`src/rtl/usage_monitor_pkg.sv`:
```
// Shared sizing and saturating-count helpers for usage_monitor.
// Pure functions and constants; no state, no latency, no flow control.
package usage_monitor_pkg;

  localparam int MAX_CNT_W = 32;

  function automatic int tmr_width(input int timeout);
    return $clog2(timeout + 1);
  endfunction

  function automatic logic [MAX_CNT_W-1:0] cnt_max(input int width);
    if (width >= MAX_CNT_W) return '1;
    return (MAX_CNT_W'(1) << width) - MAX_CNT_W'(1);
  endfunction

  // Holds at the width's all-ones value instead of wrapping.
  function automatic logic [MAX_CNT_W-1:0] sat_inc(input logic [MAX_CNT_W-1:0] value,
                                                   input logic                 inc,
                                                   input int                   width);
    if (inc && (value != cnt_max(width))) return value + MAX_CNT_W'(1);
    return value;
  endfunction

endpackage

```
`src/rtl/usage_monitor_if.sv`:
```
// MCU-facing bundle of usage_monitor: channel pulses, window control and read port.
// rd_peak exists only when USAGE_MONITOR_PEAK_EN is defined; no backpressure on any signal.
interface usage_monitor_if #(
  parameter int NCHAN = 4,
  parameter int CNT_W = 16,
  parameter int WIN_W = 16
);
  localparam int SEL_W = (NCHAN > 1) ? $clog2(NCHAN) : 1;

  logic [NCHAN-1:0] observable_pulse;
  logic             sample_enable;
  logic [WIN_W-1:0] window_len;
  logic             counter_reset;
  logic [SEL_W-1:0] chan_sel;
  logic [CNT_W-1:0] rd_data;
  logic             window_done;
  logic [NCHAN-1:0] overflow;
`ifdef USAGE_MONITOR_PEAK_EN
  logic             rd_peak;

  modport master (output observable_pulse, sample_enable, window_len, counter_reset, chan_sel, rd_peak,
                  input  rd_data, window_done, overflow);
  modport slave  (input  observable_pulse, sample_enable, window_len, counter_reset, chan_sel, rd_peak,
                  output rd_data, window_done, overflow);
`else
  modport master (output observable_pulse, sample_enable, window_len, counter_reset, chan_sel,
                  input  rd_data, window_done, overflow);
  modport slave  (input  observable_pulse, sample_enable, window_len, counter_reset, chan_sel,
                  output rd_data, window_done, overflow);
`endif

endinterface

```
`src/rtl/usage_channel.sv`:
```
// One monitored channel: idle timer, saturating live busy count, window snapshot, overflow (+ peak under USAGE_MONITOR_PEAK_EN).
// Pulse affects busy the following cycle; snapshot/overflow update on the closing sample; no backpressure.
module usage_channel
  import usage_monitor_pkg::*;
#(
  parameter int CNT_W   = 16,
  parameter int TIMEOUT = 5
) (
  input  logic             sysclk,
  input  logic             sysreset,
  input  logic             pulse,
  input  logic             sample_enable,
  input  logic             win_close,
  input  logic             counter_reset,
  output logic [CNT_W-1:0] live,
  output logic [CNT_W-1:0] snapshot,
  output logic             overflow
`ifdef USAGE_MONITOR_PEAK_EN
  ,
  output logic [CNT_W-1:0] peak
`endif
);

  localparam int               TW      = tmr_width(TIMEOUT);
  localparam logic [CNT_W-1:0] CNT_MAX = CNT_W'(cnt_max(CNT_W));

  logic [TW-1:0]    timer;
  logic             busy;
  logic [CNT_W-1:0] live_next;
  logic             sat_next;

  // busy comes from the registered timer, so a same-cycle pulse never masks the sample.
  assign busy      = (timer == '0);
  assign live_next = CNT_W'(sat_inc(MAX_CNT_W'(live), sample_enable && busy, CNT_W));
  assign sat_next  = (live_next == CNT_MAX);

  always_ff @(posedge sysclk) begin
    if (sysreset) begin
      timer <= '0;
    end else if (pulse) begin
      timer <= TW'(TIMEOUT);
    end else if (!busy) begin
      timer <= timer - TW'(1);
    end
  end

  always_ff @(posedge sysclk) begin
    if (sysreset || counter_reset) begin
      live     <= '0;
      snapshot <= '0;
      overflow <= 1'b0;
    end else if (win_close) begin
      snapshot <= live_next;
      live     <= '0;
      overflow <= sat_next;
    end else begin
      live <= live_next;
      if (sat_next) overflow <= 1'b1;
    end
  end

`ifdef USAGE_MONITOR_PEAK_EN
  always_ff @(posedge sysclk) begin
    if (sysreset || counter_reset) begin
      peak <= '0;
    end else if (win_close && (live_next > peak)) begin
      peak <= live_next;
    end
  end
`endif

endmodule

```
`src/rtl/usage_monitor.sv`:
```
// Windowed multi-channel busy monitor: shared sample/window counter plus per-channel usage_channel (USAGE_MONITOR_PEAK_EN adds peak read).
// rd_data is registered, 1 cycle after chan_sel; window_done pulses the cycle after a close; no backpressure.
module usage_monitor
  import usage_monitor_pkg::*;
#(
  parameter int NCHAN   = 4,
  parameter int CNT_W   = 16,
  parameter int TIMEOUT = 5,
  parameter int WIN_W   = 16
) (
  input logic           sysclk,
  input logic           sysreset,
  usage_monitor_if.slave bus
);

  localparam int SEL_W = (NCHAN > 1) ? $clog2(NCHAN) : 1;
  localparam int NSEL  = 1 << SEL_W;

  logic [WIN_W-1:0] sample_cnt;
  logic             windowing;
  logic             close_hit;
  logic             win_close;
  logic             window_done_q;
  logic [CNT_W-1:0] live_v [NSEL];
  logic [CNT_W-1:0] snap_v [NSEL];
  logic [NCHAN-1:0] ovf_v;
  logic [CNT_W-1:0] rd_next;
  logic [CNT_W-1:0] rd_q;
`ifdef USAGE_MONITOR_PEAK_EN
  logic [CNT_W-1:0] peak_v [NSEL];
`endif

  // >= rather than == so shrinking window_len mid-window closes on the next sample.
  assign windowing = (bus.window_len != '0);
  assign close_hit = windowing && (sample_cnt >= (bus.window_len - WIN_W'(1)));
  assign win_close = bus.sample_enable && close_hit && !bus.counter_reset;

  always_ff @(posedge sysclk) begin
    if (sysreset || bus.counter_reset || !windowing) begin
      sample_cnt <= '0;
    end else if (bus.sample_enable) begin
      sample_cnt <= close_hit ? '0 : sample_cnt + WIN_W'(1);
    end
  end

  always_ff @(posedge sysclk) begin
    if (sysreset) window_done_q <= 1'b0;
    else          window_done_q <= win_close;
  end

  // Unpopulated select codes read as zero.
  for (genvar i = 0; i < NSEL; i++) begin : g_chan
    if (i < NCHAN) begin : g_live
      usage_channel #(
        .CNT_W   (CNT_W),
        .TIMEOUT (TIMEOUT)
      ) u_chan (
        .sysclk        (sysclk),
        .sysreset      (sysreset),
        .pulse         (bus.observable_pulse[i]),
        .sample_enable (bus.sample_enable),
        .win_close     (win_close),
        .counter_reset (bus.counter_reset),
        .live          (live_v[i]),
        .snapshot      (snap_v[i]),
        .overflow      (ovf_v[i])
`ifdef USAGE_MONITOR_PEAK_EN
        ,
        .peak          (peak_v[i])
`endif
      );
    end else begin : g_pad
      assign live_v[i] = '0;
      assign snap_v[i] = '0;
`ifdef USAGE_MONITOR_PEAK_EN
      assign peak_v[i] = '0;
`endif
    end
  end

  always_comb begin
    rd_next = windowing ? snap_v[bus.chan_sel] : live_v[bus.chan_sel];
`ifdef USAGE_MONITOR_PEAK_EN
    if (bus.rd_peak) rd_next = peak_v[bus.chan_sel];
`endif
  end

  always_ff @(posedge sysclk) begin
    if (sysreset) rd_q <= '0;
    else          rd_q <= rd_next;
  end

  assign bus.rd_data     = rd_q;
  assign bus.window_done = window_done_q;
  assign bus.overflow    = ovf_v;

endmodule
```
`src/flat_wrapper.sv`:
```
// flat-port wrapper written by rule: the top's interface ports become plain ports
module usage_monitor_flat import usage_monitor_pkg::*;
#(
  parameter int NCHAN   = 4,
  parameter int CNT_W   = 16,
  parameter int TIMEOUT = 5,
  parameter int WIN_W   = 16
)
  (sysclk, sysreset, bus_observable_pulse, bus_sample_enable, bus_window_len, bus_counter_reset, bus_chan_sel, bus_rd_data, bus_window_done, bus_overflow);
  usage_monitor_if #(.NCHAN(NCHAN), .CNT_W(CNT_W), .WIN_W(WIN_W)) bus_i ();
  input logic sysclk;
  input logic sysreset;
  input wire logic [$bits(bus_i.observable_pulse)-1:0] bus_observable_pulse;
  input wire logic [$bits(bus_i.sample_enable)-1:0] bus_sample_enable;
  input wire logic [$bits(bus_i.window_len)-1:0] bus_window_len;
  input wire logic [$bits(bus_i.counter_reset)-1:0] bus_counter_reset;
  input wire logic [$bits(bus_i.chan_sel)-1:0] bus_chan_sel;
  output wire logic [$bits(bus_i.rd_data)-1:0] bus_rd_data;
  output wire logic [$bits(bus_i.window_done)-1:0] bus_window_done;
  output wire logic [$bits(bus_i.overflow)-1:0] bus_overflow;
  assign bus_i.observable_pulse = bus_observable_pulse;
  assign bus_i.sample_enable = bus_sample_enable;
  assign bus_i.window_len = bus_window_len;
  assign bus_i.counter_reset = bus_counter_reset;
  assign bus_i.chan_sel = bus_chan_sel;
  assign bus_rd_data = bus_i.rd_data;
  assign bus_window_done = bus_i.window_done;
  assign bus_overflow = bus_i.overflow;
  usage_monitor #(.NCHAN(NCHAN), .CNT_W(CNT_W), .TIMEOUT(TIMEOUT), .WIN_W(WIN_W)) u_core (.sysclk(sysclk), .sysreset(sysreset), .bus(bus_i));
endmodule
```
`config.mk`:
```
export PLATFORM = sky130hd
export DESIGN_NAME = usage_monitor_flat
export DESIGN_NICKNAME = d
export VERILOG_FILES = /design/src/rtl/usage_monitor_pkg.sv /design/src/rtl/usage_monitor_if.sv /design/src/rtl/usage_channel.sv /design/src/rtl/usage_monitor.sv /design/src/flat_wrapper.sv
export SDC_FILE = /design/constraint.sdc
export NUM_CORES = 1
export LEC_CHECK = 0
export BUFFER_PORTS_ARGS = -buffer_cell sky130_fd_sc_hd__buf_2
export CORE_ASPECT_RATIO = 1.75
export CORE_UTILIZATION = 62
export CTS_CLUSTER_SIZE = 40
export DETAILED_ROUTE_END_ITERATION = 8
export PLACE_DENSITY = 0.78
export SYNTH_ARGS = -nofsm -noshare
export SYNTH_HDL_FRONTEND = slang
export SYNTH_SLANG_ARGS = --single-unit
```
`constraint.sdc`:
```
create_clock -name sysclk -period 5.1 [get_ports sysclk]
set_input_delay 0.765 -clock sysclk [delete_from_list [all_inputs] [get_ports sysclk]]
set_output_delay 0.765 -clock sysclk [all_outputs]
set_load 0.05 [all_outputs]
```
Yosys cells after proc, flatten, opt, wreduce, memory -nomap -nowiden

Index checks and enable logic that the tools add are counted.

Flip-flop bits (word level): 177
Bits of input ports: 26
Output and inout port bits: 21
Logic and storage cells: 113

Add/subtract/negate cells: 10
Magnitude comparators: 2
Eq/ne operators: 12
Muxes and demuxes: 36
Bitwise gates (word level): 1
Reduce and logical (&&, ||, !) cells: 29

Operator list:

| kind                                                                  | count |
|---|---|
| 16-bit two-way mux                                                    | 14 |
| 16-bit by 1-bit adder with 16-bit output (second input constant)      | 5 |
| 16-bit binary-select mux with 2-bit select                            | 2 |
| 16-bit == test (second input constant)                                | 4 |
| 16-bit inequality test (second input constant)                        | 4 |
| 3-bit two-way mux                                                     | 8 |
| 16-bit greater-or-equal comparator                                    | 1 |
| 16-bit nonzero test                                                   | 1 |
| 16-bit by 1-bit subtractor with 16-bit output (second input constant) | 1 |
| 3-bit logical NOT                                                     | 4 |
| 1-bit two-way mux                                                     | 12 |
| 3-bit by 1-bit subtractor with 3-bit output (second input constant)   | 4 |
| 1-bit logical AND                                                     | 11 |
| 2-bit OR reduction                                                    | 5 |
| 2-bit inequality test (second input constant)                         | 4 |
| 2-bit nonzero test                                                    | 4 |
| 3-bit greater-or-equal comparator (second input constant)             | 1 |
| 2-bit inverter with 3-bit output                                      | 1 |
| 1-bit logical NOT                                                     | 2 |
| 1-bit logical OR                                                      | 2 |

Depth between registers and ports, before layout

Depth in word-level cells: 8
Gate-level depth with buffers: 15

Hierarchy

From an unflattened synthesis, not the netlist that was laid out.

Cells, all modules: 1055
Area total of the unflattened synthesis: 9364.0 um^2

Modules (own cells, without submodules):

| module                                             | instances | cells each | area an instance (um^2) |
|---|---|---|---|
| usage_channel (u_core.g_chan[0].g_live.u_chan ...) | 3         | 194        | 1654.1 |
| usage_monitor                                      | 1         | 278        | 2710.1 |
| usage_channel (u_core.g_chan[2].g_live.u_chan)     | 1         | 195        | 1691.6 |

Least setup slack after synthesis

OpenSTA, ideal clock, no wires.

Path type: in2reg
Start point: in bus_window_len[5]
End point: reg u_core.g_chan[0].g_live.u_chan.overflow
Setup time: 117 ps
Arrival: 3747 ps
Slack: 1236 ps
Stages on the path: 13
Path buffers: 1
Path through: or4_4 nor4_1 nand2b_1 nor4_1 xnor2_1 ha_1 nand4_1 nor3_1 a221oi_1 a21oi_1 clkbuf_1 nor2_1 a22o_1

Word-level cells in the longest chain between the ends: 6

RTL lines:

| item                                                    | RTL line            | source |
|---|---|---|
| start, declared                                         | flat_wrapper.sv:15  | `input wire logic [$bits(bus_i.window_len)-1:0] bus_window_len;` |
| 16-bit by 1-bit subtractor with 16-bit output           | usage_monitor.sv:35 | `assign close_hit = windowing && (sample_cnt >= (bus.window_len - WIN_W'(1)));` |
| 16-bit greater-or-equal comparator                      | usage_monitor.sv:35 |  |
| 1-bit logical AND (*)                                   | usage_monitor.sv:35 |  |
| 1-bit logical AND (*) (2 in series)                     | usage_monitor.sv:36 | `assign win_close = bus.sample_enable && close_hit && !bus.counter_reset;` |
| 1-bit two-way mux or 2-bit nonzero test (tied branches) | --                  |  |
| end signal, assigned                                    | usage_channel.sv:55 | `overflow <= sat_next;` |
| end, declared                                           | usage_channel.sv:17 | `output logic overflow` |

Every way passes the cells marked *; elsewhere a longest branch is shown, timed or not.
A chain may end at the register's enable or synchronous reset.

Worst setup path after layout

Start point: in bus_window_len[5]
End point: reg u_core.g_chan[0].g_live.u_chan.snapshot[0]

Word-level cells in the longest chain between the ends: 5

RTL lines:

| item                                          | RTL line            | source |
|---|---|---|
| 16-bit by 1-bit subtractor with 16-bit output | usage_monitor.sv:35 |  |
| 16-bit greater-or-equal comparator            | usage_monitor.sv:35 |  |
| 1-bit logical AND (*)                         | usage_monitor.sv:35 |  |
| 1-bit logical AND (*) (2 in series)           | usage_monitor.sv:36 |  |
| end signal, assigned                          | usage_channel.sv:53 | `snapshot <= live_next;` |
| end, declared                                 | usage_channel.sv:16 | `output logic [CNT_W-1:0] snapshot,` |

Marked as above.

==> flow_summary.ini <==
[status]
status = completed

[sta]
clock_skew_ps = 10.3
hold_viol = 0
rsz0062_at_grt = no
worst_pin_slew_ps = 1120
slew_headroom = 0.253
max_freq_mhz = 238
min_period_ps = 4200
setup_viol = 0
setup_tns_ps = 0
holdWs_ps = 457
slew_viol_final = 0
timing.final.crit_share = 0.823

[floorplanning]
core_area_um2 = 14300
start_util = 0.631
die_w_um = 93.2
rows = 58
ios = 47
dieArea_um2 = 15100
fp.dieH_um = 162

[clock_network]
htree_num_levels = 4
cts_root_buffer = clkbuf_16
clk_latency_ps = 430
cts_hold_buf = 0
cts.path.max_buffers = 2
clk_pin_slew_worst_paths_ps = 60
cts_tree = yes
clock_sinks = 177
cts_resized = 0
numCtsBuffers = 17
cts_setup_buffers = 0

[routing]
routed_via_density = 6.19
firstDrtPassIters = 6
drt_wl_total_mm = 23.9
drtIter0Drc = 455
drc = 0
ant_nets = 0
vias = 7900
routedWlPerCell_um = 18.8

[final_layout]
n_fill_cell = 1208
fin_util = 0.685
drive_above_1_share = 0.0940
fin_nets = 1144
antenna_cells = 0
area_delta_synth_final_pct = 8.50
final_cell_mix = dfxtp_1, nor2_1, nand2_1, a211oi_1, buf_2
mostFrequentLayoutCell = dfxtp_1
final_area_um2 = 9790

[grt]
grt_max_degree = 50
grtUsageTotal = 0.329
antenna_found_initial = 0
grt_pass1_vias = 7671
grt_first_pass_wirelength_mm = 38.3
grt_overflow_total = 0

[worst_setup_path]
slowest_stage = or4_4
crit_top_cell = nor4_1
crit_family = simple AND/OR/NAND/NOR gates
worstPathRequired_ps = 5420
critPathMaxStageDelay_ps = 580
critPathKind = in2reg
start_kind = primary input
cp_max_fo = 31
path_buf_inv = 2
endpoint_kind = flip-flop
arrival_ps = 4520
crit_chain = buf_2, or4_4, nor4_1, nand2b_1, nor4_1, xnor2_1, ha_1, nand4_1, nor3_1, a221oi_1, a21oi_4, buf_4, nor2_1, a211oi_1

[synthesis]
synth_edf_count = 0
async_reset_ff_frac = 0
synth_cell_types = 62
synth-seq-cells = 177
synth_top_flop_cell = dfxtp_1
ys_seq_area_frac = 0.393
synthCells = 1075
synth_area_um2 = 9020
avgSynthCellArea_um2 = 8.40
ys_warn_count = 0
synthesis.nets = 1135

[power]
peakVddDrop_mv = 0.211
power_per_cell_area_nw_per_um2 = 292
finalPower_mw = 2.86
p_leak_nw = 3.44

[placement]
place_congestion = 0.939
hpwl_mm = 17.6
portBuffers = 46
placed_area_um2 = 9250

[flow_run]
max-cap-violations = 0

[hold_path]
hold_class = reg2reg
logic make-up (layout without fill, tap and decap cells):
family / Yosys count / after routing / synth area share
multiplexers: 38 / 38 / 0.0421
flip-flops: 177 / 177 / 0.393
AO/OA/AOI/OAI: 186 / 186 / 0.147
AND/OR/NAND/NOR: 472 / 472 / 0.247
buffers and inverters: 92 / 113 / 0.0503
adder cells (fa/ha/maj): 34 / 34 / 0.0471
XOR/XNOR: 76 / 76 / 0.0738
worst reg2reg max path, cell delays in order (launching register included):
cell	delay [ps]
dfxtp_1	320
inv_1	60
ha_1	160
ha_1	400
nand2_1	130
nor2_1	360
a31oi_1	140
a31o_2	250
or4_1	520
nor4_1	820
a22o_1	240
final cells by class:
| class | instances | area [um^2] | area share |
|---|---|---|---|
| multi-input cells | 806 | 5040 | 0.515 |
| flip-flops and latches | 177 | 3540 | 0.362 |
| clock buffers | 19 | 433 | 0.0442 |
| repair buffers | 58 | 345 | 0.0353 |
| well taps | 180 | 225 | 0.0230 |
| clock inverters | 12 | 110 | 0.0112 |
| inverters | 24 | 90.1 | 0.00920 |
registers in the layout, summed over array words and instances (netlist names):
signal,cells
u_core.bus.window_done,1
u_core.g_chan.g_live.u_chan.live,64
u_core.bus.rd_data,16
u_core.g_chan.g_live.u_chan.overflow,4
u_core.g_chan.g_live.u_chan.timer,12
u_core.g_chan.g_live.u_chan.snapshot,64
u_core.sample_cnt,16
routing by layer:
metal,part of all wire,track usage,wire length [um],vias to the layer above
met5,0,0,0,-
met3,0.049,0.0650,1160,96
met4,0.070,0.228,1670,0
li1,-,-,-,3830
met2,0.52,0.586,12400,279
met1,0.36,0.337,8680,3695
cells in the mapped netlist (all sizes together) (4+ instances only):
cell    instances  area share
a221oi         16       0.016
nor2b           6      0.0042
dfxtp         177        0.39
nor4           12      0.0083
nand4          30       0.021
a221o          15       0.017
o211ai          5      0.0042
a21o            6      0.0050
o21ai          14      0.0082
and3           24       0.017
nor3           21       0.012
nand3          45       0.025
a31oi           7      0.0049
a211oi         52       0.043
ha             34       0.047
xor2           42       0.041
o31ai          16       0.013
xnor2          34       0.033
buf            32       0.025
clkbuf         36       0.015
or4             6      0.0054
or2             4      0.0028
a21oi          39       0.022
mux2i          38       0.042
inv            24       0.010
and4            4      0.0039
nand2         113       0.047
and2            6      0.0042
nand2b          7      0.0049
nor2          178       0.074
through the flow:
stage	instances	setup WS, ps
global route	1276	546
global placement	1245	694
detailed placement	1245	498
finish	1276	900
floorplan	1075	1240
CTS	1276	907
power breakdown:
group	internal (mW)	leakage [nW]	switching, mW
Sequential	1.40	1.43	0.0119
Clock	0.674	0.268	0.553
Combinational	0.0726	1.74	0.147
worst paths after layout:
path	start	to	slack, ps	depth (start not counted)
worst min register to register	u_core.g_chan[2].g_live.u_chan.snapshot[11]$_SDFFE_PP0P_	u_core.g_chan[2].g_live.u_chan.snapshot[11]$_SDFFE_PP0P_	460	2
worst max register to register	u_core.g_chan[0].g_live.u_chan.timer[0]$_SDFFE_PP0P_	u_core.g_chan[0].g_live.u_chan.overflow$_SDFFE_PP0P_	1630	10
worst min-delay path	u_core.g_chan[2].g_live.u_chan.snapshot[11]$_SDFFE_PP0P_	u_core.g_chan[2].g_live.u_chan.snapshot[11]$_SDFFE_PP0P_	460	2
worst max-delay path	bus_window_len[5]	u_core.g_chan[0].g_live.u_chan.snapshot[0]$_SDFFE_PP0P_	900	14
(Power assumes the default switching activity.)
